--- src/rtl/aibcr3_dll_lock_pkg.sv ---
// Shared types and defaults for the DLL lock detector: state encoding, parameter
// defaults and the accumulator width helper.
package aibcr3_dll_lock_pkg;

    typedef enum logic [1:0] {
        IDLE   = 2'd0,
        ACQ    = 2'd1,
        LOCKED = 2'd2
    } dll_state_e;

    localparam int WIN_W_DEF      = 4;
    localparam int TOL_DEF        = 2;
    localparam int LOCK_CNT_DEF   = 8;
    localparam int UNLOCK_CNT_DEF = 2;
    localparam int CNT_W_DEF      = 4;

    // One extra bit for the sign and one for the +/-2^WIN_W extreme.
    function automatic int acc_width(input int win_w);
        return win_w + 2;
    endfunction

endpackage

--- src/rtl/aibcr3_dll_win_acc.sv ---
// Window integrator: counts 2^WIN_W phase-detector samples and flags each
// window end together with whether the net up/down count stayed within TOL.
module aibcr3_dll_win_acc
    import aibcr3_dll_lock_pkg::*;
#(
    parameter int WIN_W = WIN_W_DEF,
    parameter int TOL   = TOL_DEF
) (
    input  logic clk,
    input  logic rst,
    input  logic clr,
    input  logic en,
    input  logic pd_up,
    input  logic pd_dn,
    output logic win_end,
    output logic win_good
);

    localparam int AW = acc_width(WIN_W);
    localparam logic signed [AW-1:0] TOL_P = AW'(TOL);
    localparam logic signed [AW-1:0] TOL_N = -TOL_P;

    logic [WIN_W-1:0]     win_cnt;
    logic signed [AW-1:0] acc;
    logic signed [AW-1:0] acc_next;
    logic signed [AW-1:0] step;

    always_comb begin
        step = '0;
        if (pd_up && !pd_dn)
            step = AW'(1);
        else if (!pd_up && pd_dn)
            step = '1;
    end

    // The verdict includes the sample taken in the window's final cycle.
    assign acc_next = acc + step;
    assign win_end  = en && (win_cnt == '1);
    assign win_good = (acc_next <= TOL_P) && (acc_next >= TOL_N);

    always_ff @(posedge clk or posedge rst) begin
        if (rst) begin
            acc     <= '0;
            win_cnt <= '0;
        end else if (clr) begin
            acc     <= '0;
            win_cnt <= '0;
        end else if (en) begin
            if (win_end) begin
                acc     <= '0;
                win_cnt <= '0;
            end else begin
                acc     <= acc_next;
                win_cnt <= win_cnt + 1'b1;
            end
        end
    end

endmodule

--- src/rtl/aibcr3_dll_lock_det.sv ---
// DLL lock detector: qualifies lock after LOCK_CNT good windows and drops it after
// UNLOCK_CNT bad ones. Define AIBCR3_DLL_LOCK_STICKY_EN to make lock sticky.
module aibcr3_dll_lock_det
    import aibcr3_dll_lock_pkg::*;
#(
    parameter int WIN_W      = WIN_W_DEF,
    parameter int TOL        = TOL_DEF,
    parameter int LOCK_CNT   = LOCK_CNT_DEF,
    parameter int UNLOCK_CNT = UNLOCK_CNT_DEF,
    parameter int CNT_W      = CNT_W_DEF
) (
    input  logic             clk_dcd,
    input  logic             RST,
    input  logic             dll_en,
    input  logic             pd_up,
    input  logic             pd_dn,
    output logic             dll_lock,
    output logic             unlock_evt,
    output logic [CNT_W-1:0] lock_cnt_dbg
);

    dll_state_e       state, state_nxt;
    logic [CNT_W-1:0] good_cnt, good_nxt;
    logic [CNT_W-1:0] bad_cnt, bad_nxt;
    logic             lock_nxt, evt_nxt;
    logic             sample_en, win_end, win_good;
    logic             lock_hit, unlock_hit;

    assign sample_en = dll_en && (state != IDLE);

    aibcr3_dll_win_acc #(
        .WIN_W (WIN_W),
        .TOL   (TOL)
    ) u_win_acc (
        .clk      (clk_dcd),
        .rst      (RST),
        .clr      (!dll_en),
        .en       (sample_en),
        .pd_up    (pd_up),
        .pd_dn    (pd_dn),
        .win_end  (win_end),
        .win_good (win_good)
    );

    assign lock_hit = (state == ACQ) && win_end && win_good
                      && (good_cnt == CNT_W'(LOCK_CNT - 1));
`ifdef AIBCR3_DLL_LOCK_STICKY_EN
    assign unlock_hit = 1'b0;
`else
    assign unlock_hit = (state == LOCKED) && win_end && !win_good
                        && (bad_cnt == CNT_W'(UNLOCK_CNT - 1));
`endif

    always_ff @(posedge clk_dcd or posedge RST) begin
        if (RST) begin
            state      <= IDLE;
            good_cnt   <= '0;
            bad_cnt    <= '0;
            dll_lock   <= 1'b0;
            unlock_evt <= 1'b0;
        end else begin
            state      <= state_nxt;
            good_cnt   <= good_nxt;
            bad_cnt    <= bad_nxt;
            dll_lock   <= lock_nxt;
            unlock_evt <= evt_nxt;
        end
    end

    always_comb begin
        state_nxt = state;
        if (!dll_en) begin
            state_nxt = IDLE;
        end else begin
            case (state)
                IDLE:    state_nxt = ACQ;
                ACQ:     if (lock_hit) state_nxt = LOCKED;
                LOCKED:  if (unlock_hit) state_nxt = ACQ;
                default: state_nxt = IDLE;
            endcase
        end
    end

    // Disabling is deliberate, so it clears everything without an unlock pulse.
    always_comb begin
        good_nxt = good_cnt;
        bad_nxt  = bad_cnt;
        evt_nxt  = 1'b0;
        lock_nxt = (state_nxt == LOCKED);
        if (!dll_en) begin
            good_nxt = '0;
            bad_nxt  = '0;
        end else begin
            case (state)
                ACQ: begin
                    if (win_end)
                        good_nxt = win_good ? good_cnt + 1'b1 : '0;
                end
                LOCKED: begin
                    if (unlock_hit) begin
                        good_nxt = '0;
                        bad_nxt  = '0;
                        evt_nxt  = 1'b1;
                    end else if (win_end) begin
`ifdef AIBCR3_DLL_LOCK_STICKY_EN
                        bad_nxt = '0;
`else
                        bad_nxt = win_good ? '0 : bad_cnt + 1'b1;
`endif
                    end
                end
                default: begin
                    good_nxt = '0;
                    bad_nxt  = '0;
                end
            endcase
        end
    end

    assign lock_cnt_dbg = good_cnt;

endmodule

--- config.mk ---
export PLATFORM = sky130hd
export DESIGN_NAME = aibcr3_dll_lock_det
export DESIGN_NICKNAME = d
export VERILOG_FILES = /design/src/rtl/aibcr3_dll_lock_pkg.sv /design/src/rtl/aibcr3_dll_win_acc.sv /design/src/rtl/aibcr3_dll_lock_det.sv
export SDC_FILE = /design/constraint.sdc
export NUM_CORES = 1
export LEC_CHECK = 0
export CORE_ASPECT_RATIO = 1.1
export CORE_UTILIZATION = 30
export DETAILED_ROUTE_END_ITERATION = 10
export PLACE_DENSITY = 0.48
export SYNTH_ARGS = -nofsm -noshare
export SYNTH_HDL_FRONTEND = slang
export SYNTH_HIERARCHICAL = 1
export SYNTH_SLANG_ARGS = --single-unit
--- constraint.sdc ---
create_clock -name clk_dcd -period 4.9 [get_ports clk_dcd]
set_input_delay 0.98 -clock clk_dcd [delete_from_list [all_inputs] [get_ports clk_dcd]]
set_output_delay 0.98 -clock clk_dcd [all_outputs]
set_load 0.05 [all_outputs]
==> metrics.yaml <==
timing:
  skew_ns: 0.00641
  tightest_slew_ns: 0.541
  rsz0062_at_grt: "no"
  timing.fmax_mhz: 243
  hold_violations: 0
  period_share_pct: 84.0
  setup_viol: 0
  finalMaxSlewViolations: 0
  slew_headroom_pct: 63.8
  fin_crit_ns: 4.12
  tns_ns: 0
setup_path:
  r2r_cells: 11
  worstPathRequired_ns: 5.08
  cp-start-kind: "input port"
  reg2reg_from: "u_win_acc/acc[1]$_DFFE_PP0P_"
  critPathArrivalTime_ns: 4.30
  worst-r2r-setup-slack_ns: 1.86
  path_class: "in2reg"
  endpoint_kind: "flip-flop"
  path_max_fanout: 11
  worstReg2RegEnd: "bad_cnt[3]$_DFFE_PP0P_"
min_path:
  hold_path_depth: 1
  holdCritPathClass: "reg2reg"
  hold_start: "lock_cnt_dbg[3]$_DFFE_PP0P_"
  whs_endpoint: "lock_cnt_dbg[3]$_DFFE_PP0P_"
floorplan:
  die_y_um: 75.8
  rows: 26
  chipWidth_um: 69.1
  num_io_pins: 11
  coreArea_um2: 4720
  initial_core_util_pct: 31.5
  die-area_um2: 5240
drt:
  post-route-drc-count: 0
  drt_iter0_markers: 77
  firstDrtPassIters: 4
  wl_um: 2940
  ant_nets: 0
  post_drt_wl_per_cell_um: 13.2
  viasPerCell: 5.35
  vias: 1187
global_route:
  grt_pass1_vias: 1125
  gr-usage-all-layers_pct: 12.2
  antenna_found_initial: 0
  grt_overflow: 0
  grt_max_degree: 13
  grt_pass1_wl_um: 5150
yosys:
  synth_most_common_cell: "dfrtp_1"
  synth_area_um2: 1490
  synth_top_area_share_pct: 37.1
  synthesis.nets: 170
  synth-edff-count: 0
  synth_area_leaders: "dfrtp_1 (37%), ha_1 (6.7%), o21ai_0 (4.4%), nand2_1 (3.8%), o31ai_1 (3.0%)"
  synth_seq_cells: 22
  async_flop_share_pct: 100
  synth_common_cells: "dfrtp_1 (22), nand2_1 (15), o21ai_0 (13)"
  synth_cell_types: 49
  synth-main-ff-cell: "dfrtp_1"
  synth-seq-area-share_pct: 37.1
  synth_top_area_cell: "dfrtp_1"
  ys_warn_count: 6
  synth_cells: 157
  postSynthAreaPerCell_um2: 9.46
placement:
  post_dp_cell_area_um2: 1610
  dpl.hpwl_um: 2290
  gp_congestion: 0.820
  io_buffers: 10
flow_run:
  maxCapViolations: 0
cts:
  path_clk_slew_ns: 0.08
  ctsHoldBuffers: 0
  root_buffer: "clkbuf_8"
  cts_tree: "done"
  clk_latency_ns: 0.26
  cts_setup_buffers: 0
  numCtsBuffers: 3
  cts_buffer_depth: 2
  h-tree-depth: 1
  cts_sinks: 22
  cts_resized: 0
power:
  p_leak_nw: 0.715
  p_per_area_nw_per_um2: 227
  max-vdd-ir-drop_uv: 111
layout:
  nNetsFinal: 180
  final_area_um2: 1660
  drive_above_1_share_pct: 9.04
  nFillCells: 480
  antenna_cells: 0
  area_growth_pct: 12.0
status:
  status: "complete, no violations"
-- layer usage --
| layer | wire length, um | GRT usage, % |
|---|---|---|
| met1 | 1390 | 14.9 |
| met2 | 1450 | 22.5 |
| met3 | 81 | 1.98 |
| met4 | 19 | 3.40 |
| met5 | 0 | 0 |
-- flip-flops by register name, indices dropped and copies added (netlist names) --
register / cells
bad_cnt: 4
dll_lock: 1
lock_cnt_dbg: 4
state: 2
u_win_acc/acc: 6
u_win_acc/win_cnt: 4
unlock_evt: 1
-- power breakdown --
group,internal [mW],switching [mW]
clock,0.0717,0.0603
sequential,0.185,0.00570
combinational,0.0235,0.0319
-- cell usage in the layout, fill, tap and decap left out, types with 2 or more instances in the layout --
cell             count
ha_1                 8
xnor2_1              2
and3b_1              4
dfrtp_1             22
nand4b_1             2
o31ai_1              6
nor4b_1              2
nand3b_1             2
nand3_1              4
nor2_1              10
xor2_1               4
inv_1               10
a31oi_1              2
o21ai_0             13
nor4_1               3
nand2_1             15
nor3_1               3
or3_1                2
clkdlybuf4s50_1     10
nor3b_1              3
o21a_1               2
a22o_1               2
a21oi_1              6
nor2b_1              2
clkbuf_8             4
-- worst max path at each step --
stage,cells after the start,slack (ns),from,end
finish,13,0.78,pd_dn,bad_cnt[3]$_DFFE_PP0P_
global route,13,0.52,pd_dn,bad_cnt[3]$_DFFE_PP0P_
CTS,13,0.82,pd_dn,bad_cnt[3]$_DFFE_PP0P_
detailed placement,15,0.54,pd_up,bad_cnt[3]$_DFFE_PP0P_
global placement,15,0.65,pd_up,bad_cnt[3]$_DFFE_PP0P_
floorplan,14,1.32,pd_up,bad_cnt[3]$_DFFE_PP0P_
-- critical path: stages --
cell and delay, ns:
clkdlybuf4s50_1 0.49, ha_1 0.39, xor2_1 0.21, ha_1 0.21
inv_1 0.05, a32oi_1 0.36, nand3_1 0.13, and4b_1 0.19
o2bb2ai_1 0.20, nand2b_1 0.25, or3_1 0.42, or3_1 0.35
o21ai_0 0.07
-- area by class of cell --
cell class / count / area [um^2] / area share (%)
clock buffers: 4 / 55.1 / 3.31
inverters: 10 / 37.5 / 2.26
multi-input cells: 120 / 851 / 51.1
flip-flops and latches: 22 / 551 / 33.1
well taps: 56 / 70.1 / 4.21
repair buffers: 10 / 100 / 6.02
-- per-stage QoR --
step | util (%) | setup slack, ns | power [mW] | hold slack [ns] | cells
3_3_place_gp | 34.1 | 0.654 | 0.250 | 0.501 | 218
2_1_floorplan | - | 1.32 | 0.238 | 0.468 | 157
4_1_cts | 35.3 | 0.823 | 0.386 | 0.525 | 222
3_5_place_dp | 34.1 | 0.535 | 0.250 | 0.509 | 218
6_report | 35.3 | 0.783 | 0.378 | 0.521 | 222
5_1_grt | 35.3 | 0.520 | 0.402 | 0.555 | 222
-- cell families (layout without fill, tap and decap cells) --
kind of cell / after synthesis / count (layout) / synth area share (%)
mux: 1 / 1 / 0.674
flops: 22 / 22 / 37.1
xor+xnor: 6 / 6 / 3.54
simple gates: 63 / 63 / 26.6
buf+inv: 15 / 24 / 5.64
compound gates: 42 / 42 / 19.7
fa+ha+maj: 8 / 8 / 6.74
Note: power is estimated with default switching activity, not from simulation.
